$ cat config.mk
export PLATFORM = sky130hd
export DESIGN_NAME = dma_peripheral_agent_flat
export DESIGN_NICKNAME = d
export VERILOG_FILES = /design/src/rtl/dma_peripheral_pkg.sv /design/src/rtl/dma_peripheral_agent_if.sv /design/src/rtl/dma_peripheral_fifo.sv /design/src/rtl/dma_peripheral_agent.sv /design/src/flat_wrapper.sv
export SDC_FILE = /design/constraint.sdc
export NUM_CORES = 1
export LEC_CHECK = 0
export ABC_CLOCK_PERIOD_IN_PS = 2750
export BUFFER_PORTS_ARGS = -buffer_cell sky130_fd_sc_hd__buf_4
export CORE_ASPECT_RATIO = 0.5
export CORE_MARGIN = 2
export CORE_UTILIZATION = 47
export DETAILED_ROUTE_END_ITERATION = 16
export PLACE_DENSITY = 0.66
export SLEW_MARGIN = 20
export SYNTH_ARGS = -nofsm -noshare
export SYNTH_HDL_FRONTEND = slang
export SYNTH_SLANG_ARGS = --single-unit
$ cat constraint.sdc
create_clock -name clock -period 2.75 [get_ports clock]
set_clock_uncertainty 0.2 [all_clocks]
set_input_delay 0.1375 -clock clock [delete_from_list [all_inputs] [get_ports clock]]
set_output_delay 0.1375 -clock clock [all_outputs]
set_load 0.02 [all_outputs]
$ cat src/rtl/dma_peripheral_pkg.sv
// Shared types and constants for the DMA peripheral agent: FSM states, transfer
// modes, FIFO sizing and the FIFO-readiness rule used to raise a DMA request.
package dma_peripheral_pkg;

    localparam int FIFO_DEPTH = 8;
    localparam int PTR_W      = $clog2(FIFO_DEPTH);
    localparam int COUNT_W    = PTR_W + 1;

    typedef enum logic [1:0] {
        ST_IDLE    = 2'd0,
        ST_REQUEST = 2'd1,
        ST_ACTIVE  = 2'd2,
        ST_DONE    = 2'd3
    } state_e;

    typedef enum logic {
        MODE_DEV_TO_MEM = 1'b0,   // I/O read cycles drain the FIFO
        MODE_MEM_TO_DEV = 1'b1    // I/O write cycles fill the FIFO
    } mode_e;

    // A request may be raised only if the next DMA byte has somewhere to go.
    function automatic logic fifo_can_serve(mode_e mode, logic [COUNT_W-1:0] count);
        if (mode == MODE_DEV_TO_MEM)
            return count != '0;
        else
            return count != COUNT_W'(FIFO_DEPTH);
    endfunction

endpackage

$ cat src/rtl/dma_peripheral_agent_if.sv
// ISA-style DMA bus signals between the DMA controller (master) and the
// peripheral agent (slave).
interface dma_peripheral_agent_if;

    logic       dma_request;
    logic       dma_acknowledge_n;
    logic       io_read_n;
    logic       io_write_n;
    logic       terminal_count;
    logic [7:0] data_bus_in;
    logic [7:0] data_bus_out;
    logic       data_bus_direction;

    modport master (
        input  dma_request, data_bus_out, data_bus_direction,
        output dma_acknowledge_n, io_read_n, io_write_n, terminal_count, data_bus_in
    );

    modport slave (
        output dma_request, data_bus_out, data_bus_direction,
        input  dma_acknowledge_n, io_read_n, io_write_n, terminal_count, data_bus_in
    );

endinterface

$ cat src/rtl/dma_peripheral_fifo.sv
// 8-entry byte FIFO with show-ahead read data; a push into a full FIFO is
// accepted only when a pop happens in the same cycle.
module dma_peripheral_fifo
    import dma_peripheral_pkg::*;
(
    input  logic               clock,
    input  logic               reset,
    input  logic               push,
    input  logic [7:0]         push_data,
    input  logic               pop,
    output logic [7:0]         pop_data,
    output logic               full,
    output logic               empty,
    output logic [COUNT_W-1:0] count
);

    logic [7:0]       mem [FIFO_DEPTH];
    logic [PTR_W-1:0] wr_ptr;
    logic [PTR_W-1:0] rd_ptr;
    logic             do_push;
    logic             do_pop;

    assign full     = (count == COUNT_W'(FIFO_DEPTH));
    assign empty    = (count == '0);
    assign do_pop   = pop && !empty;
    assign do_push  = push && (!full || do_pop);
    assign pop_data = mem[rd_ptr];

    // NOTE: sequential state uses non-blocking assignments so every flop samples pre-edge values.
    always_ff @(posedge clock or posedge reset) begin
        if (reset) begin
            wr_ptr <= '0;
            rd_ptr <= '0;
            count  <= '0;
        end else begin
            if (do_push) wr_ptr <= wr_ptr + PTR_W'(1);
            if (do_pop)  rd_ptr <= rd_ptr + PTR_W'(1);
            case ({do_push, do_pop})
                2'b10:   count <= count + COUNT_W'(1);
                2'b01:   count <= count - COUNT_W'(1);
                default: count <= count;
            endcase
        end
    end

    // NOTE: storage has no reset; the pointers and count alone define which entries are valid.
    always_ff @(posedge clock) begin
        if (do_push) mem[wr_ptr] <= push_data;
    end

endmodule

$ cat src/rtl/dma_peripheral_agent.sv
// DMA peripheral agent: raises DRQ, moves one byte per I/O strobe through a shared
// FIFO. Define DMA_PERIPHERAL_DEMAND_MODE_EN to keep DRQ asserted between bytes.
module dma_peripheral_agent
    import dma_peripheral_pkg::*;
(
    input  logic                   clock,
    input  logic                   reset,
    input  logic                   channel_enable,
    input  logic                   transfer_mode,
    dma_peripheral_agent_if.slave  bus,
    input  logic                   local_push_valid,
    input  logic [7:0]             local_push_data,
    output logic                   local_push_ready,
    output logic                   local_pop_valid,
    output logic [7:0]             local_pop_data,
    input  logic                   local_pop_ready,
    output logic                   transfer_done
);

    state_e             state, state_next;
    mode_e              mode_q, mode_next;
    logic               tc_flag, tc_next;
    logic               done_next;
    logic               strobe, strobe_q;
    logic [7:0]         data_in_q;
    logic               complete, tc_hit;
    logic               dma_push, dma_pop;
    logic               fifo_push, fifo_pop;
    logic [7:0]         fifo_head;
    logic               fifo_full, fifo_empty;
    logic [COUNT_W-1:0] fifo_count, count_after;
    logic               bus_phase;

    // The strobe of interest follows the mode latched when the request was raised.
    assign strobe    = (mode_q == MODE_MEM_TO_DEV) ? bus.io_write_n : bus.io_read_n;
    assign complete  = (state == ST_ACTIVE) && !strobe_q && strobe && !bus.dma_acknowledge_n;
    assign tc_hit    = tc_flag || bus.terminal_count;
    assign dma_pop   = complete && (mode_q == MODE_DEV_TO_MEM);
    assign dma_push  = complete && (mode_q == MODE_MEM_TO_DEV);
    assign bus_phase = (state == ST_REQUEST) || (state == ST_ACTIVE);

    assign local_push_ready = (!fifo_full || dma_pop) && !dma_push;
    assign local_pop_valid  = !fifo_empty && !dma_pop;
    assign local_pop_data   = fifo_head;

    assign fifo_push = dma_push || (local_push_valid && local_push_ready);
    assign fifo_pop  = dma_pop  || (local_pop_valid && local_pop_ready);

    assign bus.dma_request        = bus_phase;
    assign bus.data_bus_direction = bus_phase && (mode_q == MODE_DEV_TO_MEM) &&
                                    !bus.dma_acknowledge_n && !bus.io_read_n;
    assign bus.data_bus_out       = bus.data_bus_direction ? fifo_head : 8'h00;

    dma_peripheral_fifo u_fifo (
        .clock     (clock),
        .reset     (reset),
        .push      (fifo_push),
        .push_data (dma_push ? data_in_q : local_push_data),
        .pop       (fifo_pop),
        .pop_data  (fifo_head),
        .full      (fifo_full),
        .empty     (fifo_empty),
        .count     (fifo_count)
    );

    always_comb begin
        count_after = fifo_count;
        if (fifo_push) count_after = count_after + COUNT_W'(1);
        if (fifo_pop)  count_after = count_after - COUNT_W'(1);
    end

    // NOTE: every always_comb output gets a default first so no path can infer a latch.
    always_comb begin
        state_next = state;
        mode_next  = mode_q;
        tc_next    = tc_flag;
        done_next  = 1'b0;
        case (state)
            ST_IDLE: begin
                mode_next = mode_e'(transfer_mode);
                tc_next   = 1'b0;
                if (channel_enable && fifo_can_serve(mode_e'(transfer_mode), fifo_count))
                    state_next = ST_REQUEST;
            end
            ST_REQUEST: begin
                if (!channel_enable)
                    state_next = ST_IDLE;
                else if (!bus.dma_acknowledge_n && !strobe)
                    state_next = ST_ACTIVE;
            end
            ST_ACTIVE: begin
                if (bus.terminal_count) tc_next = 1'b1;
                if (complete) begin
                    if (tc_hit) begin
                        state_next = ST_DONE;
                        done_next  = 1'b1;
                        tc_next    = 1'b0;
                    end else begin
`ifdef DMA_PERIPHERAL_DEMAND_MODE_EN
                        if (channel_enable && fifo_can_serve(mode_q, count_after))
                            state_next = ST_REQUEST;
                        else
                            state_next = ST_IDLE;
`else
                        state_next = ST_IDLE;
`endif
                    end
                end
            end
            ST_DONE: begin
                if (!channel_enable) state_next = ST_IDLE;
            end
            default: state_next = ST_IDLE;
        endcase
    end

    always_ff @(posedge clock or posedge reset) begin
        if (reset) begin
            state         <= ST_IDLE;
            mode_q        <= MODE_DEV_TO_MEM;
            tc_flag       <= 1'b0;
            transfer_done <= 1'b0;
            strobe_q      <= 1'b1;
            data_in_q     <= 8'h00;
        end else begin
            state         <= state_next;
            mode_q        <= mode_next;
            tc_flag       <= tc_next;
            transfer_done <= done_next;
            strobe_q      <= strobe;
            if (!bus.io_write_n && !bus.dma_acknowledge_n)
                data_in_q <= bus.data_bus_in;
        end
    end

endmodule

$ cat src/flat_wrapper.sv
// flat-port wrapper written by rule: the top's interface ports become plain ports
module dma_peripheral_agent_flat import dma_peripheral_pkg::*;
  (clock, reset, channel_enable, transfer_mode, local_push_valid, local_push_data, local_push_ready, local_pop_valid, local_pop_data, local_pop_ready, transfer_done, bus_dma_request, bus_data_bus_out, bus_data_bus_direction, bus_dma_acknowledge_n, bus_io_read_n, bus_io_write_n, bus_terminal_count, bus_data_bus_in);
  dma_peripheral_agent_if bus_i ();
  input  logic clock;
  input  logic reset;
  input  logic channel_enable;
  input  logic transfer_mode;
  input  logic local_push_valid;
  input  logic [7:0] local_push_data;
  output logic local_push_ready;
  output logic local_pop_valid;
  output logic [7:0] local_pop_data;
  input  logic local_pop_ready;
  output logic transfer_done;
  output wire logic [$bits(bus_i.dma_request)-1:0] bus_dma_request;
  output wire logic [$bits(bus_i.data_bus_out)-1:0] bus_data_bus_out;
  output wire logic [$bits(bus_i.data_bus_direction)-1:0] bus_data_bus_direction;
  input wire logic [$bits(bus_i.dma_acknowledge_n)-1:0] bus_dma_acknowledge_n;
  input wire logic [$bits(bus_i.io_read_n)-1:0] bus_io_read_n;
  input wire logic [$bits(bus_i.io_write_n)-1:0] bus_io_write_n;
  input wire logic [$bits(bus_i.terminal_count)-1:0] bus_terminal_count;
  input wire logic [$bits(bus_i.data_bus_in)-1:0] bus_data_bus_in;
  assign bus_dma_request = bus_i.dma_request;
  assign bus_data_bus_out = bus_i.data_bus_out;
  assign bus_data_bus_direction = bus_i.data_bus_direction;
  assign bus_i.dma_acknowledge_n = bus_dma_acknowledge_n;
  assign bus_i.io_read_n = bus_io_read_n;
  assign bus_i.io_write_n = bus_io_write_n;
  assign bus_i.terminal_count = bus_terminal_count;
  assign bus_i.data_bus_in = bus_data_bus_in;
  dma_peripheral_agent u_core (.clock(clock), .reset(reset), .channel_enable(channel_enable), .transfer_mode(transfer_mode), .bus(bus_i), .local_push_valid(local_push_valid), .local_push_data(local_push_data), .local_push_ready(local_push_ready), .local_pop_valid(local_pop_valid), .local_pop_data(local_pop_data), .local_pop_ready(local_pop_ready), .transfer_done(transfer_done));
endmodule
==> results of run 1 <==
==> layout make-up <==
cell class	count	area, sq um	share of cell area, %
sequential	88	2520	50.7
multi-input combinational	128	1350	27.2
timing repair buffer	76	616	12.4
clock buffer	10	229	4.60
tap	112	140	2.82
clock inverter	6	75.1	1.51
inverter	10	37.5	0.755
==> final timing paths <==
path	start	to	slack (ns)	cells past startpoint
max in group asynchronous	reset	u_core.data_in_q[5]$_DFFE_PP0P_	1.43	3
worst max register to register	u_core.state[0]$_DFFE_PP0P_	u_core.u_fifo.count[2]$_DFFE_PP0P_	0.11	12
worst max-delay path	u_core.state[0]$_DFFE_PP0P_	u_core.u_fifo.count[2]$_DFFE_PP0P_	0.11	12
min in group asynchronous	reset	u_core.state[0]$_DFFE_PP0P_	0.36	3
worst min register to register	u_core.data_in_q[7]$_DFFE_PP0P_	u_core.data_in_q[7]$_DFFE_PP0P_	0.30	1
worst min-delay path	bus_io_write_n	u_core.strobe_q$_DFF_PP1_	0.03	4
==> stage by stage <==
step | TNS [ns] | power (mW) | hold slack (ns)
3_5_place_dp | -0.0498 | 3.68 | 0.166
4_1_cts | 0 | 4.95 | 0.0158
6_report | 0 | 4.92 | 0.0313
5_1_grt | -0.000112 | 5.18 | 0.0398
2_1_floorplan | 0 | 3.13 | -0.0486
3_3_place_gp | 0 | 3.63 | 0.172
==> registers in the layout, indices dropped and copies added (netlist names), 2 cells and up <==
register              count
u_core.u_fifo.count       4
u_core.data_in_q          8
u_core.state              2
u_core.u_fifo.rd_ptr      3
u_core.u_fifo.mem        64
u_core.u_fifo.wr_ptr      3
==> critical path, cell delays in order (launching register included) <==
cell and delay, ns:
dfrtp_1 0.39, inv_2 0.08, ha_2 0.17, or3b_4 0.41, o22ai_4 0.20, nand2_4 0.08, ha_4 0.18, xor2_1 0.14
ha_2 0.19, a21oi_2 0.12, xor2_1 0.16, nor2_1 0.07, xor2_1 0.14
==> routing by layer <==
layer  GRT usage [%]  share of wire, %
met2            30.3                48
met3            5.26               4.9
met4            6.38               1.3
met1            22.5                46
met5               0                 0
==> cells by family (layout without fill, tap and decap cells) <==
| kind of cell | after synthesis | after routing | share of synthesized area (%) |
|---|---|---|---|
| DFF | 88 | 88 | 64.2 |
| and+or+nand+nor | 46 | 46 | 7.29 |
| muxes | 44 | 44 | 17.7 |
| AOI/OAI and AO/OA | 19 | 19 | 3.50 |
| buffers and inverters | 16 | 102 | 2.20 |
| xor gates and xnor gates | 10 | 10 | 2.23 |
| adders and majority gates | 9 | 9 | 2.86 |
==> power by group through the flow <==
stage / registers, mW / clock network [mW] / logic [mW]
after global placement: 1.98 / 0 / 1.65
after CTS: 1.97 / 1.25 / 1.74
final: 1.96 / 1.22 / 1.73
after floorplan: 1.84 / 0 / 1.29
after detailed placement: 1.99 / 0 / 1.69
after global routing: 2.00 / 1.30 / 1.88
==> Yosys cell counts (2+ instances only) <==
library cell	number	area, sq um
edfxtp_1	64	1920
dfrtp_1	23	576
mux2_2	17	191
mux4_2	12	270
nor2_1	10	37.5
ha_1	9	113
mux2_1	9	101
and2_1	8	50.1
inv_1	7	26.3
xor2_1	7	61.3
nor3_1	5	25.0
a21oi_1	4	20.0
mux4_1	4	105
nand2_1	4	15.0
nand3_1	4	20.0
o21ai_0	3	15.0
xnor2_1	3	26.3
a22o_1	2	17.5
a22oi_1	2	15.0
buf_2	2	10.0
clkbuf_1	2	7.51
inv_2	2	7.51
nand2_4	2	22.5
nand2b_1	2	12.5
nor3b_1	2	15.0
nor4_1	2	12.5
o21ai_1	2	10.0
==> timing repair <==
action	CTS	global route
hold endpoints to repair	35	0
pin swaps	1	2
hold buffers	13	0
setup endpoints to repair	1	1
resized for setup	2	3
buffers inserted	2	2
==> impl_metrics.csv, run 1 <==
group,metric,value,unit
finish,final_net_count,348,
setup_path,cp-start-kind,"flop",
power_and_ir_drop,power.share.sequential,39.9,%
global_route,track_usage,17.8,%
die,fp.dieH,68.7,um
power_and_ir_drop,power.share.clock,24.9,%
power_and_ir_drop,switching_share,32.5,%
global_route,overflow,0,
synthesis,synth_ff_type,"edfxtp_1",
timing,worst_pin_slew,0.916,ns
timing,period_share,96.0,%
finish,drive_gt1_share,39.3,%
synthesis,async_reset_ff_share,27.3,%
setup_path,crit_fanout,3,
placed_design,place_area,4490,sq um
routing,drt_iter0_drc,111,
timing,finalWorstSetupSlack,0.110,ns
synthesis,netlist_area,3930,sq um
finish,final_common_cell,"edfxtp_1",
routing,avgViaCountPerCell,5.21,
synthesis,syn_nets,267,
run,drv_cap,0,
synthesis,syn-instance-count,232,
power_and_ir_drop,p_comb_share,35.2,%
die,initial_utilization,48.8,%
timing,setup_violations,0,
clock_tree,cts_tree,"done",
clock_tree,cts.sinks,88,
setup_path,worstPathArrival,2.66,ns
setup_path,end_kind,"flop",
finish,num_antenna_cells,0,
die,ios,47,
timing,clock.fmax,379,MHz
placed_design,place_ws,-0.0498,ns
die,core,8060,sq um
global_route,grt_max_degree,25,
synthesis,synth_area_per_cell,16.9,sq um
routing,wl_per_cell,17.7,um
placed_design,dpl.hpwl,5110,um
power_and_ir_drop,p_int,3.32,mW
power_and_ir_drop,leakage,1.91,nW
synthesis,synthDistinctLibCells,46,
clock_tree,cts-root-buf,"clkbuf_16",
routing,drtPass1Iterations,4,
die,num_rows,23,
routing,vias,2239,
clock_tree,cts_max_level,3,
clock_tree,insertion_delay,0.34,ns
setup_path,required,2.77,ns
synthesis,synth_edf_count,64,
timing,slew_viol_final,0,
global_route,antenna_found_initial,0,
die,die_x,133,um
finish,layout_common_cells,"edfxtp_1 (64), buf_4 (62), dfrtp_1 (23), mux2_2 (17), dlygate4sd3_1 (13)",
finish,area_growth,26.5,%
global_route,grt_pass1_vias,2223,
timing,fin_crit,2.64,ns
timing,finalHoldViolCount,0,
power_and_ir_drop,power.density,989,nW/um^2
clock_tree,numCtsBuffers,9,
finish,fin_area,4970,sq um
finish,utilization,61.7,%
synthesis,synth_seq_area_share,64.2,%
finish,fill_cells,633,
placed_design,port_buffers,46,
power_and_ir_drop,peakVddDrop,0.000451,V
global_route,grt_pass1_wl,11600,um
die,dieArea,9160,sq um
synthesis,ys_ff_latch,88,
power_and_ir_drop,switchingPower,1.60,mW
worst_hold_path,hold_path.class,"input pin to flop",
clock_tree,clkSlewWorstSetupHoldPaths,0.06,ns
placed_design,gp_congestion,0.849,
synthesis,synth_warnings,0,
routing,antenna_left,0,
clock_tree,cts_buffer_depth,2,
routing,drcViolationCount,0,
setup_path,critPathKind,"flop to flop",
timing,max_slew_margin,38.8,%
placed_design,place_inst,397,
outcome,status,"finished, final reports clean",
finish,stdcell_count,430,
routing,routed_wl,7610,um
(Power assumes the default switching activity.)
==> inputs of run 2 (changes only) <==
Settings changed: ABC_CLOCK_PERIOD_IN_PS 2750 to 2700, PLACE_DENSITY 0.66 to 0.64.
Clock period 2.75 ns to 2.7 ns, I/O delays scaled along.
==> run 2 against run 1 <==
Effect of this change: critical path depth stayed put; design area is 0.30% higher; worst hold slack worse by 0.010 ns; first-iteration DRC count is 67% higher; wire length hardly changed; clock-buffer cell count stayed put; combinational power is 2% higher; critical endpoint unchanged; sequential power is 2% higher; via count is 0.54% higher; die area stayed put; setup slack worse by 0.050 ns; total power is 1.3% higher.
==> impl_metrics.csv, run 2 (synthesized netlist as in run 1, its figures left out) <==
group,metric,value,unit
timing,max_slew_margin,38.5,%
setup_path,crit_end,"u_core.u_fifo.count[2]$_DFFE_PP0P_",
setup_path,startpoint,"u_core.state[0]$_DFFE_PP0P_",
timing,clock.fmax,379,MHz
setup_path,cp-start-kind,"flop",
timing,period_share,97.8,%
routing,antenna_left,0,
die,dieArea,9160,sq um
clock_tree,clkSlewWorstSetupHoldPaths,0.06,ns
die,fp.dieH,68.7,um
finish,area_growth,26.9,%
global_route,grt_pass1_vias,2318,
run,drv_cap,0,
clock_tree,cts-root-buf,"clkbuf_16",
routing,avgViaCountPerCell,5.19,
timing,fin_setup_tns,0,ns
routing,drcViolationCount,0,
global_route,grt_pass1_wl,12200,um
timing,setup_violations,0,
setup_path,end_kind,"flop",
outcome,status,"finished, final reports clean",
worst_hold_path,hold_path.class,"input pin to flop",
power_and_ir_drop,power.density,999,nW/um^2
worst_hold_path,min_from,"bus_dma_acknowledge_n",
placed_design,gp_congestion,0.881,
global_route,track_usage,18.6,%
finish,largest_register_ffs,64,
die,core,8060,sq um
finish,num_antenna_cells,0,
setup_path,reg2regPathDepth,12,
setup_path,timing.rr.end,"u_core.u_fifo.count[2]$_DFFE_PP0P_",
timing,finalHoldViolCount,0,
finish,fill_cells,610,
clock_tree,cts.sinks,88,
die,initial_utilization,48.8,%
routing,wl_per_cell,17.5,um
setup_path,rrSetupSlack,0.06,ns
finish,layout_common_cells,"buf_4 (68), edfxtp_1 (64), dfrtp_1 (23), mux2_2 (17)",
routing,vias,2251,
global_route,overflow,0,
die,ios,47,
placed_design,place_inst,398,
global_route,antenna_found_initial,0,
finish,final_net_count,352,
finish,regMostFlops,"u_core.u_fifo.mem",
power_and_ir_drop,power,4.98,mW
power_and_ir_drop,leakage,1.92,nW
clock_tree,cts_tree,"done",
timing,worst_pin_slew,0.921,ns
routing,drtPass1Iterations,4,
finish,drive_gt1_share,40.1,%
global_route,grt_max_degree,25,
setup_path,crit_fanout,4,
setup_path,critPathKind,"flop to flop",
routing,drt_iter0_drc,185,
clock_tree,insertion_delay,0.33,ns
clock_tree,cts_max_level,3,
setup_path,reg2reg_from,"u_core.state[0]$_DFFE_PP0P_",
finish,top_regs,"u_core.u_fifo.mem (64), u_core.data_in_q (8), u_core.u_fifo.count (4)",
clock_tree,numCtsBuffers,9,
setup_path,worstPathArrival,2.65,ns
timing,fin_crit,2.64,ns
timing,slew_viol_final,0,
clock_tree,cts_buffer_depth,2,
die,num_rows,23,
finish,final_common_cell,"buf_4",
setup_path,required,2.71,ns
timing,rsz0062_at_grt,"true",
placed_design,dpl.hpwl,5140,um
die,die_x,133,um
placed_design,port_buffers,46,
routing,routed_wl,7610,um
finish,stdcell_count,434,
power_and_ir_drop,peakVddDrop,0.000443,V
-- run 2: changes by cell type in the layout (fill, tap and decap cells not counted), sizes merged --
cell / before / now
inv: 12 / 11
buf: 63 / 68
dlygate4sd3: 13 / 12
clkinvlp: 1 / 2
-- run 2: what timing repair did --
action,in CTS,in global routing
hold buffers,12,0
endpoints found under the hold margin,35,0
buffers inserted,1,7
pin swaps,1,2
resized for setup,1,1
endpoints found under the setup margin,1,1
-- run 2: per-layer routing --
layer	global-route usage (%)	part of all wire [%]	routed length (um)
met5	0	0	0
met4	7.98	1.7	127
met3	4.53	5.1	387
met2	30.3	48	3630
met1	24.6	46	3460
-- run 2: area by class of cell --
type,instances,area (sq um),share of cell area [%]
Clock buffer,10,229,4.59
Clock inverter,6,67.6,1.35
Inverter,10,37.5,0.752
Multi-Input combinational cell,128,1360,27.3
Sequential cell,88,2520,50.6
Tap cell,112,140,2.81
Timing Repair Buffer,80,631,12.6
-- run 2: where the power goes --
| group | switching [mW] | internal [mW] | leakage, nW |
|---|---|---|---|
| Sequential | 0.283 | 1.71 | 0.866 |
| Clock | 0.494 | 0.721 | 0.139 |
| Combinational | 0.834 | 0.939 | 0.913 |
-- run 2: metrics by stage --
stage / util (%) / hold slack (ns) / area [sq um] / setup slack [ns]
after CTS: 61.2 / 0.00664 / 4930 / 0.0210
final: 61.9 / 0.0209 / 4990 / 0.0600
after global routing: 61.9 / 0.0365 / 4990 / -0.0685
after detailed placement: 55.9 / 0.173 / 4510 / -0.0493
after floorplan: - / -0.0511 / 3970 / 0.0285
after global placement: 55.9 / 0.171 / 4510 / 0.0579
-- run 2: worst max-delay path: stages, from the launching register on --
cell	delay (ns)
dfrtp_1	0.40
inv_2	0.11
ha_4	0.13
or3b_4	0.39
o22ai_4	0.21
nand2_4	0.08
ha_4	0.19
xor2_1	0.14
ha_2	0.19
a21oi_2	0.12
xor2_1	0.16
nor2_1	0.07
xor2_1	0.14
-- run 2: how the worst min path moves through the flow --
stage,cells after the start,end
2_1_floorplan,1,u_core.data_in_q[0]$_DFFE_PP0P_
3_3_place_gp,2,u_core.data_in_q[3]$_DFFE_PP0P_
3_5_place_dp,2,u_core.data_in_q[3]$_DFFE_PP0P_
4_1_cts,4,u_core.transfer_done$_DFF_PP0_
5_1_grt,4,u_core.strobe_q$_DFF_PP1_
6_report,4,u_core.transfer_done$_DFF_PP0_
